`config.mk`:
```
export PLATFORM = sky130hd
export DESIGN_NAME = mc_control_fsm
export DESIGN_NICKNAME = d
export VERILOG_FILES = /design/src/rtl/mc_pkg.sv /design/src/rtl/mc_inst_class_decode.sv /design/src/rtl/mc_control_fsm.sv
export SDC_FILE = /design/constraint.sdc
export NUM_CORES = 1
export LEC_CHECK = 0
export ABC_AREA = 1
export BUFFER_PORTS_ARGS = -buffer_cell sky130_fd_sc_hd__buf_2
export CELL_PAD_IN_SITES_DETAIL_PLACEMENT = 1
export CELL_PAD_IN_SITES_GLOBAL_PLACEMENT = 1
export CORE_UTILIZATION = 28
export CTS_BUF_LIST = sky130_fd_sc_hd__clkbuf_8
export CTS_CLUSTER_DIAMETER = 200
export CTS_CLUSTER_SIZE = 10
export DETAILED_ROUTE_END_ITERATION = 6
export GPL_TIMING_DRIVEN = 0
export PLACE_DENSITY_LB_ADDON = 0.1
export REMOVE_ABC_BUFFERS = 1
export SLEW_MARGIN = 20
export SYNTH_ARGS = -nofsm -noshare
export SYNTH_HDL_FRONTEND = slang
export SYNTH_HIERARCHICAL = 1
export SYNTH_SLANG_ARGS = --single-unit
```
`constraint.sdc`:
```
create_clock -name clk -period 1.95 [get_ports clk]
set_input_delay 0.195 -clock clk [delete_from_list [all_inputs] [get_ports clk]]
set_output_delay 0.195 -clock clk [all_outputs]
set_load 0.1 [all_outputs]
```
`src/rtl/mc_pkg.sv`:
```
// Shared constants for the multi-cycle MIPS main controller: state codes,
// opcode/funct values, ALUOp codes, datapath select codes and instruction classes.
package mc_pkg;

  localparam int STATE_W = 3;
  localparam logic [4:0] RA_REG = 5'd31;

  typedef enum logic [STATE_W-1:0] {
    S_IF  = 3'd0,
    S_ID  = 3'd1,
    S_EX  = 3'd2,
    S_MEM = 3'd3,
    S_WB  = 3'd4
  } state_e;

  localparam logic [5:0] OP_RTYPE = 6'h00;
  localparam logic [5:0] OP_J     = 6'h02;
  localparam logic [5:0] OP_JAL   = 6'h03;
  localparam logic [5:0] OP_BEQ   = 6'h04;
  localparam logic [5:0] OP_ADDI  = 6'h08;
  localparam logic [5:0] OP_ADDIU = 6'h09;
  localparam logic [5:0] OP_SLTI  = 6'h0a;
  localparam logic [5:0] OP_SLTIU = 6'h0b;
  localparam logic [5:0] OP_ANDI  = 6'h0c;
  localparam logic [5:0] OP_LUI   = 6'h0f;
  localparam logic [5:0] OP_LW    = 6'h23;
  localparam logic [5:0] OP_SW    = 6'h2b;

  localparam logic [5:0] F_SLL  = 6'h00;
  localparam logic [5:0] F_SRL  = 6'h02;
  localparam logic [5:0] F_SRA  = 6'h03;
  localparam logic [5:0] F_JR   = 6'h08;
  localparam logic [5:0] F_JALR = 6'h09;

  // Bit 3 selects unsigned handling in the downstream ALU control.
  localparam logic [3:0] ALUOP_ADD   = 4'b0000;
  localparam logic [3:0] ALUOP_SUB   = 4'b0001;
  localparam logic [3:0] ALUOP_FUNCT = 4'b0010;
  localparam logic [3:0] ALUOP_AND   = 4'b0011;
  localparam logic [3:0] ALUOP_SLT   = 4'b0100;
  localparam logic [3:0] ALUOP_ADDU  = 4'b1000;
  localparam logic [3:0] ALUOP_SLTU  = 4'b1100;

  localparam logic [1:0] RDST_RT = 2'b00;
  localparam logic [1:0] RDST_RD = 2'b01;
  localparam logic [1:0] RDST_RA = 2'b10;

  localparam logic [1:0] M2R_ALUOUT = 2'b00;
  localparam logic [1:0] M2R_MDR    = 2'b01;
  localparam logic [1:0] M2R_PC     = 2'b10;

  localparam logic [1:0] SRCA_PC    = 2'b00;
  localparam logic [1:0] SRCA_RS    = 2'b01;
  localparam logic [1:0] SRCA_SHAMT = 2'b10;

  localparam logic [1:0] SRCB_RT     = 2'b00;
  localparam logic [1:0] SRCB_FOUR   = 2'b01;
  localparam logic [1:0] SRCB_IMM    = 2'b10;
  localparam logic [1:0] SRCB_IMMSH2 = 2'b11;

  localparam logic [1:0] PCS_ALU    = 2'b00;
  localparam logic [1:0] PCS_ALUOUT = 2'b01;
  localparam logic [1:0] PCS_JUMP   = 2'b10;
  localparam logic [1:0] PCS_RS     = 2'b11;

  typedef enum logic [3:0] {
    C_R, C_RSHIFT, C_IALU, C_LW, C_SW, C_BEQ,
    C_J, C_JAL, C_JR, C_JALR, C_ILLEGAL
  } iclass_e;

endpackage

```
`src/rtl/mc_inst_class_decode.sv`:
```
// Combinational decode of OpCode/Funct into an instruction class plus the
// EX-stage ALUOp, extension mode and lui shift flag.
module mc_inst_class_decode
  import mc_pkg::*;
(
  input  logic [5:0] op_code,
  input  logic [5:0] funct,
  output iclass_e    iclass,
  output logic [3:0] alu_op,
  output logic       ext_op,
  output logic       lu_op
);

  always_comb begin
    iclass = C_ILLEGAL;
    alu_op = ALUOP_ADD;
    ext_op = 1'b1;
    lu_op  = 1'b0;
    case (op_code)
      OP_RTYPE: begin
        alu_op = ALUOP_FUNCT;
        case (funct)
          F_SLL, F_SRL, F_SRA: iclass = C_RSHIFT;
          F_JR:                iclass = C_JR;
          F_JALR:              iclass = C_JALR;
          default:             iclass = C_R;
        endcase
      end
      OP_J:     iclass = C_J;
      OP_JAL:   iclass = C_JAL;
      OP_BEQ: begin
        iclass = C_BEQ;
        alu_op = ALUOP_SUB;
      end
      OP_LW:    iclass = C_LW;
      OP_SW:    iclass = C_SW;
      OP_ADDI:  iclass = C_IALU;
      OP_ADDIU: begin
        iclass = C_IALU;
        alu_op = ALUOP_ADDU;
      end
      OP_SLTI: begin
        iclass = C_IALU;
        alu_op = ALUOP_SLT;
      end
      OP_SLTIU: begin
        iclass = C_IALU;
        alu_op = ALUOP_SLTU;
      end
      OP_ANDI: begin
        iclass = C_IALU;
        alu_op = ALUOP_AND;
        ext_op = 1'b0;
      end
      OP_LUI: begin
        iclass = C_IALU;
        lu_op  = 1'b1;
      end
      default: iclass = C_ILLEGAL;
    endcase
  end

endmodule

```
`src/rtl/mc_control_fsm.sv`:
```
// Moore main controller for the multi-cycle MIPS core: sequences IF/ID/EX/MEM/WB
// and drives the datapath selects and write enables for each state.
module mc_control_fsm
  import mc_pkg::*;
(
  input  logic               clk,
  input  logic               reset,
  input  logic [5:0]         OpCode,
  input  logic [5:0]         Funct,
  input  logic               Zero,
  output logic               PCWrite,
  output logic               PCWriteCond,
  output logic               IorD,
  output logic               MemRead,
  output logic               MemWrite,
  output logic               IRWrite,
  output logic               RegWrite,
  output logic [1:0]         RegDst,
  output logic [1:0]         MemtoReg,
  output logic [1:0]         ALUSrcA,
  output logic [1:0]         ALUSrcB,
  output logic [3:0]         ALUOp,
  output logic [1:0]         PCSource,
  output logic               ExtOp,
  output logic               LuOp,
  output logic               InstrDone,
  output logic [STATE_W-1:0] State
);

  state_e     state_q, state_d;
  iclass_e    iclass;
  logic [3:0] dec_alu_op;
  logic       dec_ext_op, dec_lu_op;

  mc_inst_class_decode u_decode (
    .op_code (OpCode),
    .funct   (Funct),
    .iclass  (iclass),
    .alu_op  (dec_alu_op),
    .ext_op  (dec_ext_op),
    .lu_op   (dec_lu_op)
  );

  always_ff @(posedge clk) begin
    if (reset) state_q <= S_IF;
    else       state_q <= state_d;
  end

  // Zero only qualifies PCWriteCond in the datapath; the FSM never branches on it.
  logic unused_zero;
  assign unused_zero = Zero;

  always_comb begin
    state_d     = S_IF;
    PCWrite     = 1'b0;
    PCWriteCond = 1'b0;
    IorD        = 1'b0;
    MemRead     = 1'b0;
    MemWrite    = 1'b0;
    IRWrite     = 1'b0;
    RegWrite    = 1'b0;
    RegDst      = RDST_RT;
    MemtoReg    = M2R_ALUOUT;
    ALUSrcA     = SRCA_PC;
    ALUSrcB     = SRCB_RT;
    ALUOp       = ALUOP_ADD;
    PCSource    = PCS_ALU;
    ExtOp       = 1'b0;
    LuOp        = 1'b0;
    InstrDone   = 1'b0;
    State       = '0;
    // Reset masks every output so an aborted instruction leaves no partial write.
    if (!reset) begin
      State = state_q;
      case (state_q)
        S_IF: begin
          MemRead = 1'b1;
          IRWrite = 1'b1;
          ALUSrcB = SRCB_FOUR;
          PCWrite = 1'b1;
          state_d = S_ID;
        end
        S_ID: begin
          ALUSrcB = SRCB_IMMSH2;
          ExtOp   = 1'b1;
          state_d = S_EX;
          case (iclass)
            C_J, C_JAL: begin
              PCWrite   = 1'b1;
              PCSource  = PCS_JUMP;
              InstrDone = 1'b1;
              state_d   = S_IF;
              if (iclass == C_JAL) begin
                RegWrite = 1'b1;
                RegDst   = RDST_RA;
                MemtoReg = M2R_PC;
              end
            end
            C_JR, C_JALR: begin
              PCWrite   = 1'b1;
              PCSource  = PCS_RS;
              InstrDone = 1'b1;
              state_d   = S_IF;
              if (iclass == C_JALR) begin
                RegWrite = 1'b1;
                RegDst   = RDST_RD;
                MemtoReg = M2R_PC;
              end
            end
            C_ILLEGAL: begin
              InstrDone = 1'b1;
              state_d   = S_IF;
            end
            default: state_d = S_EX;
          endcase
        end
        S_EX: begin
          ALUSrcA = SRCA_RS;
          ALUOp   = dec_alu_op;
          case (iclass)
            C_BEQ: begin
              PCWriteCond = 1'b1;
              PCSource    = PCS_ALUOUT;
              InstrDone   = 1'b1;
              state_d     = S_IF;
            end
            C_LW, C_SW: begin
              ALUSrcB = SRCB_IMM;
              ExtOp   = 1'b1;
              state_d = S_MEM;
            end
            C_R, C_RSHIFT: begin
              if (iclass == C_RSHIFT) ALUSrcA = SRCA_SHAMT;
              state_d = S_WB;
            end
            C_IALU: begin
              ALUSrcB = SRCB_IMM;
              ExtOp   = dec_ext_op;
              LuOp    = dec_lu_op;
              state_d = S_WB;
            end
            default: state_d = S_IF;
          endcase
        end
        S_MEM: begin
          IorD = 1'b1;
          if (iclass == C_SW) begin
            MemWrite  = 1'b1;
            InstrDone = 1'b1;
            state_d   = S_IF;
          end else begin
            MemRead = 1'b1;
            state_d = S_WB;
          end
        end
        S_WB: begin
          RegWrite  = 1'b1;
          InstrDone = 1'b1;
          if (iclass == C_LW) MemtoReg = M2R_MDR;
          else if (iclass == C_R || iclass == C_RSHIFT) RegDst = RDST_RD;
          state_d = S_IF;
        end
        default: state_d = S_IF;
      endcase
    end
  end

endmodule

```
-- After elaboration in Yosys (flattened, before gate mapping)
Index checks and enable logic that the tools add are counted.
- flip-flop bits (word level): 3
- word-level logic and storage cells: 110
- reduce and logical (&&, ||, !) cells: 15
- equal/unequal tests: 29
- multiplexer cells: 65
- operators with widths (kind ; number):
    equality test 6 x 4 -> 1 bit, second input constant ; 8
    two-way mux 1 bit ; 30
    case mux 4 bit (7 select lines) ; 1
    equality test 6 x 2 -> 1 bit, second input constant ; 4
    two-way mux 2 bit ; 12
    case mux 2 bit (2 select lines) ; 6
    case mux 4 bit (6 select lines) ; 1
    equality test 4 x 3 -> 1 bit, second input constant ; 4
    equality test 4 bit, second input constant ; 3
    equality test 6 bit, second input constant ; 2
    logical NOT 6 bit ; 2
    case mux 1 bit (2 select lines) ; 6
    case mux 3 bit (4 select lines) ; 1
    case mux 4 bit (3 select lines) ; 1
    OR reduction 3 bit ; 3
    equality test 4 x 2 -> 1 bit, second input constant ; 2
    two-way mux 4 bit ; 2
    OR reduction 2 bit ; 4
    equality test 3 x 2 -> 1 bit, second input constant ; 2
    equality test 6 x 3 -> 1 bit, second input constant ; 1
    two-way mux 3 bit ; 2
    case mux 2 bit (3 select lines) ; 1
    case mux 3 bit (2 select lines) ; 1
    OR reduction 6 bit ; 1
    other kinds (9) ; 9

-- Logic depth before layout (Yosys ltp)
Gate-level depths: netlist of the first run.
- word-level depth: 10
- depth in mapped cells: 14
- mapped depth without buffers: 14

-- Modules after synthesis
Netlist of the first run, hierarchy kept.
- modules (own cells, without submodules) (module ; area an instance (µm²) ; cells each ; instances):
    mc_control_fsm ; 479.2 ; 94 ; 1
    mc_inst_class_decode ; 252.7 ; 46 ; 1

-- Worst setup path after synthesis of the first run
No wires, ideal clock.
- path type: register to output
- start point: reg state_q[0]
- end point: out RegDst[1]
- stages on the path, launching flop included: 5
- required time: 1.755 ns
- data arrival time: 3.978 ns
- setup slack: -2.223 ns
- cell sequence: dfxtp_1 > inv_2 > nor2_4 > nand3_4 > nor4_1
- longest elaborated chain between the ends: 3
- ends and longest elaborated chain (element ; line ; RTL):
    start: declaration ; mc_control_fsm.sv:30 ; state_e state_q, state_d;
    start signal: assignment ; mc_control_fsm.sv:46 ; else state_q <= state_d;
    equality test 3 bit / equality test 3 x 1 -> 1 bit (equally long branches) ; mc_control_fsm.sv:75 ; case (state_q)
    case mux 2 bit (2 select lines) * ; mc_control_fsm.sv:75 ;
    two-way mux 2 bit * ; mc_control_fsm.sv:73 ; if (!reset) begin
    end: declaration ; mc_control_fsm.sv:18 ; output logic [1:0] RegDst,
Every way passes the cells marked *; elsewhere a longest branch is shown, timed or not.

-- Worst setup path after layout of the first run
- start point: in OpCode[5]
- end point: out ExtOp
- longest elaborated chain between the ends: 8
- ends and longest elaborated chain (element ; line ; RTL):
    start: declaration ; mc_control_fsm.sv:8 ; input logic [5:0] OpCode,
    equality test 6 x 4 -> 1 bit ; mc_inst_class_decode.sv:19 ; case (op_code)
    OR reduction 6 bit (no source line) ; n/a ;
    case mux 4 bit (7 select lines) * ; mc_inst_class_decode.sv:19 ;
    via iclass[1] ; mc_control_fsm.sv:31 ; iclass_e iclass;
    equality test 4 x 3 -> 1 bit / equality test 4 x 2 -> 1 bit (equally long branches) ; mc_control_fsm.sv:120 ; case (iclass)
    OR reduction 2 bit ; n/a ;
    case mux 1 bit (2 select lines) * ; mc_control_fsm.sv:120 ;
    case mux 1 bit (2 select lines) * ; mc_control_fsm.sv:75 ;
    two-way mux 1 bit * ; mc_control_fsm.sv:73 ;
    end: declaration ; mc_control_fsm.sv:24 ; output logic ExtOp,
Mark *: on every way through the listed nets, which the timed path passes. The rest lies on a longest branch.

==> results of run 1 <==
-- path summary, 6_finish.rpt --
kind	start	end	slack, ns	cells past startpoint
worst min-delay path	reset	state_q[2]	0.36	2
worst min register to register	state_q[1]	state_q[2]	0.76	3
worst max register to register	state_q[2]	state_q[1]	0.40	8
worst max-delay path	OpCode[5]	ExtOp	-0.24	14
-- worst max-delay path: cells and delay by family --
| family | cells | cell delay [ns] |
|---|---|---|
| AOI/OAI and AO/OA | 1 | 0.18 |
| buffers and inverters | 4 | 0.54 |
| and+or+nand+nor | 9 | 1.08 |
-- through the flow --
step	utilization [%]	hold WS, ns	setup slack (ns)	setup TNS [ns]	power (mW)
2_1_floorplan	-	0.264	-2.22	-21.20	0.262
3_3_place_gp	39.0	0.560	-0.523	-4.73	0.313
3_5_place_dp	39.0	0.586	-0.625	-5.99	0.318
4_1_cts	57.3	0.372	-0.101	-0.587	0.578
5_1_grt	69.1	0.397	-0.315	-3.90	0.663
6_report	69.1	0.356	-0.241	-2.60	0.649
-- routing by layer --
layer | wire (um) | vias to the layer above | global-route usage, %
li1 | - | 596 | -
met1 | 1760 | 627 | 24.4
met2 | 2660 | 76 | 58.4
met3 | 271 | 33 | 3.16
met4 | 266 | 0 | 15.8
met5 | 0 | - | 0
-- repair_timing --
action | CTS | global route
buffers inserted | 14 | 11
pin swaps | 22 | 26
gates cloned | 1 | 0
resized for setup | 83 | 63
hold buffers | 0 | 0
endpoints found under the setup margin | 17 | 21
-- cells by family (layout without fill, tap and decap cells) --
| family | after synthesis | in the layout | synth area share [%] |
|---|---|---|---|
| buffers and inverters | 27 | 95 | 13.8 |
| DFF | 3 | 3 | 8.21 |
| and+or+nand+nor | 95 | 96 | 66.3 |
| AOI/OAI and AO/OA | 14 | 14 | 10.4 |
| xor gates and xnor gates | 1 | 1 | 1.20 |
-- layout by cell type (no fill, tap or decap) --
| cell type | count |
|---|---|
| o21ai_4 | 3 |
| nand3_2 | 8 |
| o21ai_2 | 1 |
| nor2_2 | 6 |
| clkbuf_4 | 1 |
| nand3_1 | 10 |
| nor3_1 | 2 |
| buf_6 | 13 |
| clkbuf_8 | 3 |
| inv_2 | 7 |
| a21oi_1 | 4 |
| inv_4 | 3 |
| nor2_4 | 13 |
| buf_8 | 3 |
| nor4_2 | 2 |
| nand2_4 | 6 |
| nand4_1 | 4 |
| dfxtp_1 | 3 |
| a21oi_2 | 2 |
| o21ai_1 | 1 |
| a21oi_4 | 1 |
| buf_4 | 28 |
| and3_2 | 1 |
| or2_4 | 1 |
| buf_2 | 14 |
| nand2_2 | 8 |
| nand2_1 | 12 |
| buf_12 | 6 |
| xor2_1 | 1 |
| inv_1 | 17 |
| a31oi_1 | 1 |
| nor2_1 | 17 |
| o22ai_2 | 1 |
| nand3_4 | 6 |
-- power by group through the flow --
stage	Combinational (mW)	Sequential (mW)	Clock, mW
floorplan	0.192	0.0695	0
global placement	0.242	0.0711	0
detailed placement	0.247	0.0710	0
CTS	0.326	0.0703	0.181
global route	0.398	0.0713	0.194
finish	0.385	0.0713	0.192
-- final cells by class --
type	instances	area [um^2]
clock inverter	1	3.75
multi-input combinational	111	866
timing repair buffer	65	599
tap	30	37.5
inverter	26	105
fill	310	764
sequential	3	60.1
clock buffer	3	41.3
==> flow_summary.ini, run 1 <==
[cells_and_area]
n_antenna_cell = 0
stdcell_area_um2 = 1710
top_register = state_q
fin_nets = 225
area_growth_pct = 134
stdcell_count = 239
reg_top3 = state_q (3)
drive_gt1_share_pct = 65.6
largest_register_ffs = 3

[floorplanning]
die_height_um = 53.1
coreArea_um2 = 2480
rows = 18
ios = 42
initial_core_util_pct = 29.5
die_x_um = 53.1
dieArea_um2 = 2820

[sta]
relSlewSlack_pct = 67.3
hold_violations = 0
min_period_ns = 2.19
setup_viol = 19
fmax_mhz = 456
slew_viol_final = 0
clock_skew_ns = 0.00789
worst_slack_ns = -0.241
layout_worst_path_cycle_share_pct = 112
grt_setup_unrepaired = yes
tightest_slew_ns = 0.494

[setup_path]
cp_max_fo = 5
critPathRequiredTime_ns = 1.75
cp-start-kind = primary input
crit_chain = buf_6, nor2_4, buf_4, nand3_2, nand3_2, nor2_4, nand3_4, inv_4, nor2_1, nand3_1, nand3_2, nand2_1, a21oi_2, buf_8
end_kind = output port
slowest_stage = buf_8
critPathMostFrequentCell = nand3_2
slowest_delay_ns = 0.22
crit_type = primary input to output port
crit_arrival_ns = 2.00

[cts]
h-tree-depth = 1
cts_root_buf = clkbuf_8
cts.path.max_buffers = 2
path_clk_slew_ns = 0.03
cts_buffers = 3
cts_sinks = 3
clock_latency_ns = 0.23
cts_tree = done

[global_routing]
grt_pass1_vias = 1200
antenna_found_initial = 0
grt_max_degree = 15
overflow = 0
track_usage_pct = 27.8
grt_pass1_wl_mm = 5.46

[power_and_ir_drop]
switching_share_pct = 51.1
peakVddDrop_uv = 576
pwr-share-clk_pct = 29.7
p_leak_nw = 0.829
p_per_area_nw_per_um2 = 379
p_int_uw = 317
p_comb_share_pct = 59.3
power_switching_uw = 332
power_frac_seq_pct = 11.0

[logic_synthesis]
synth_area_um2 = 732
synth_edf_count = 0
ys_seq_elements = 3
avgSynthCellArea_um2 = 5.23
syn_inst = 140
synth_cell_types = 25
synth_top_cell_by_area = nand2_1
yosysSeqAreaShare_pct = 8.21
ys_async_sr_fraction_pct = 0
synth_common_cells = nand2_1, nor2_1, inv_1
synth_area_leaders = nand2_1, nor2_1, nand3_1, inv_1, dfxtp_1
synth_top_area_share_pct = 12.8
ys.flop_type = dfxtp_1
yosysWarnings = 6

[status]
violations = setup timing
run_status = finished, violations left

[hold_path]
hold_class = primary input to flop

[placed_design]
dpl-instance-area_um2 = 966
place_congestion = 0.848
dp_cells = 209
numPortBuffers = 40
hpwl_mm = 2.10

[drt]
via_per_inst = 5.57
remaining_drc_errors = 0
drtPass1Iterations = 4
avgRoutedWirePerCell_um = 20.7
ant_nets = 0
drt_iter0_drc = 44
num_vias = 1332
wirelength_mm = 4.96

[flow_run]
maxCapViolCount = 0
No activity file was read; power rests on OpenSTA's default activity.
==> inputs of run 2 (changes only) <==
--- a/config.mk
+++ b/config.mk
@@ -15,7 +15,8 @@
 export CTS_CLUSTER_SIZE = 10
 export DETAILED_ROUTE_END_ITERATION = 6
 export GPL_TIMING_DRIVEN = 0
-export PLACE_DENSITY_LB_ADDON = 0.1
+export PLACE_DENSITY = 0.83
+export RECOVER_POWER = 25
 export REMOVE_ABC_BUFFERS = 1
 export SLEW_MARGIN = 20
 export SYNTH_ARGS = -nofsm -noshare
==> constraint.sdc (replaced) <==
create_clock -name clk -period 2.07 [get_ports clk]
set_input_delay 0.207 -clock clk [delete_from_list [all_inputs] [get_ports clk]]
set_output_delay 0.207 -clock clk [all_outputs]
set_load 0.1 [all_outputs]
==> flow_summary.ini, run 2 (synthesis results as in run 1) <==
[cts]
clock_latency_ns = 0.22
cts_sinks = 3
path_clk_slew_ns = 0.03
cts_root_buf = clkbuf_8
cts_buffers = 3
cts_tree = done
cts.path.max_buffers = 2
h-tree-depth = 1

[setup_path]
slowest_stage = nor2_1
cp_max_fo = 6
end_kind = output port
crit_type = primary input to output port
slowest_delay_ns = 0.29
critPathRequiredTime_ns = 1.86
crit_chain = buf_8, nor2_1, nand3_4, nand3_4, nor2_4, nand2_2, nand2_4, nor2_4, buf_6, nand3_2, nand3_2, nand2_2, a21oi_4, buf_12
cp-start-kind = primary input
crit_arrival_ns = 2.15

[power_and_ir_drop]
pwr-share-clk_pct = 28.3
p_int_uw = 294
switching_share_pct = 50.9
p_leak_nw = 0.806
power_frac_seq_pct = 11.2
p_per_area_nw_per_um2 = 358
p_comb_share_pct = 60.5
power_switching_uw = 305
peakVddDrop_uv = 419

[cells_and_area]
fin_nets = 219
n_antenna_cell = 0
stdcell_count = 233
layout_common_cells = buf_4, inv_1, nor2_1
top_register = state_q
drive_gt1_share_pct = 65.0
largest_register_ffs = 3
final.fill_count = 300
stdcell_area_um2 = 1680
area_growth_pct = 129
reg_top3 = state_q (3)
final_common_cell = buf_4

[placed_design]
numPortBuffers = 40
dp_cells = 209
place_congestion = 0.882
dpl-instance-area_um2 = 966
hpwl_mm = 2.15

[global_routing]
antenna_found_initial = 0
grt_max_degree = 15
grt_pass1_wl_mm = 6.02
overflow = 0
track_usage_pct = 29.7
grt_pass1_vias = 1312

[status]
violations = setup timing
run_status = finished, violations left

[drt]
drtPass1Iterations = 4
avgRoutedWirePerCell_um = 21.3
num_vias = 1269
via_per_inst = 5.45
ant_nets = 0
wirelength_mm = 4.96
remaining_drc_errors = 0
drt_iter0_drc = 27

[hold_path]
hold_class = primary input to flop

[flow_run]
maxCapViolCount = 0

[sta]
tightest_slew_ns = 0.545
clock_skew_ns = 0.00473
worst_slack_ns = -0.289
fmax_mhz = 424
grt_setup_unrepaired = yes
min_period_ns = 2.36
relSlewSlack_pct = 63.8
setup_viol = 20
setup_tns_ns = -2.37
hold_violations = 0
slew_viol_final = 0
layout_worst_path_cycle_share_pct = 114

[floorplanning]
die_x_um = 53.1
ios = 42
initial_core_util_pct = 29.5
dieArea_um2 = 2820
die_height_um = 53.1
coreArea_um2 = 2480
rows = 18
## run 2: cell type report
cell class / count / area, um^2 / area share [%]
Clock inverter: 1 / 3.75 / 0.224
Tap cell: 30 / 37.5 / 2.24
Sequential cell: 3 / 60.1 / 3.58
Clock buffer: 3 / 41.3 / 2.46
Multi-Input combinational cell: 111 / 877 / 52.4
Inverter: 26 / 103 / 6.12
Timing Repair Buffer: 59 / 553 / 33.0
## run 2: worst paths after layout
check                                 from         end  slack (ns)  cells past startpoint
worst max-delay path             OpCode[4]       ExtOp       -0.29                     14
worst min-delay path                 reset  state_q[2]        0.44                      2
worst max register to register  state_q[2]  state_q[1]        0.55                      7
worst min register to register  state_q[1]  state_q[2]        0.66                      2
## run 2: through the flow
stage | setup WS (ns) | util (%) | power, mW | hold slack, ns
after global placement | -0.401 | 39.0 | 0.293 | 0.554
after floorplan | -2.12 | - | 0.247 | 0.276
after global routing | -0.334 | 67.6 | 0.620 | 0.452
after CTS | -0.0480 | 56.3 | 0.538 | 0.379
final | -0.289 | 67.6 | 0.599 | 0.439
after detailed placement | -0.491 | 39.0 | 0.301 | 0.559
## run 2: routing by layer
metal  part of all wire, %  track usage [%]  vias up
met5                     0                0        -
li1                      -                -      584
met4                   1.4             14.0        0
met1                    40             31.0      623
met2                    55             57.2       54
met3                   3.8             4.02        8
## run 2: power groups by stage
stage / combinational, mW / clock (mW) / sequential [mW]
after global routing: 0.373 / 0.179 / 0.0678
final: 0.363 / 0.170 / 0.0671
after global placement: 0.227 / 0 / 0.0666
after floorplan: 0.181 / 0 / 0.0654
after detailed placement: 0.234 / 0 / 0.0670
after CTS: 0.302 / 0.170 / 0.0663
## run 2: critical path: cells and delay by family
kind	cells	cell delay [ns]
compound gates	1	0.20
buf+inv	3	0.42
simple gates	10	1.29
## run 2: what timing repair did
item | 4_1_cts | 5_1_grt
setup endpoints to repair | 16 | 18
gates cloned | 1 | 0
resized for setup | 81 | 58
pin swaps | 16 | 26
hold buffers | 0 | 0
setup buffers | 12 | 8
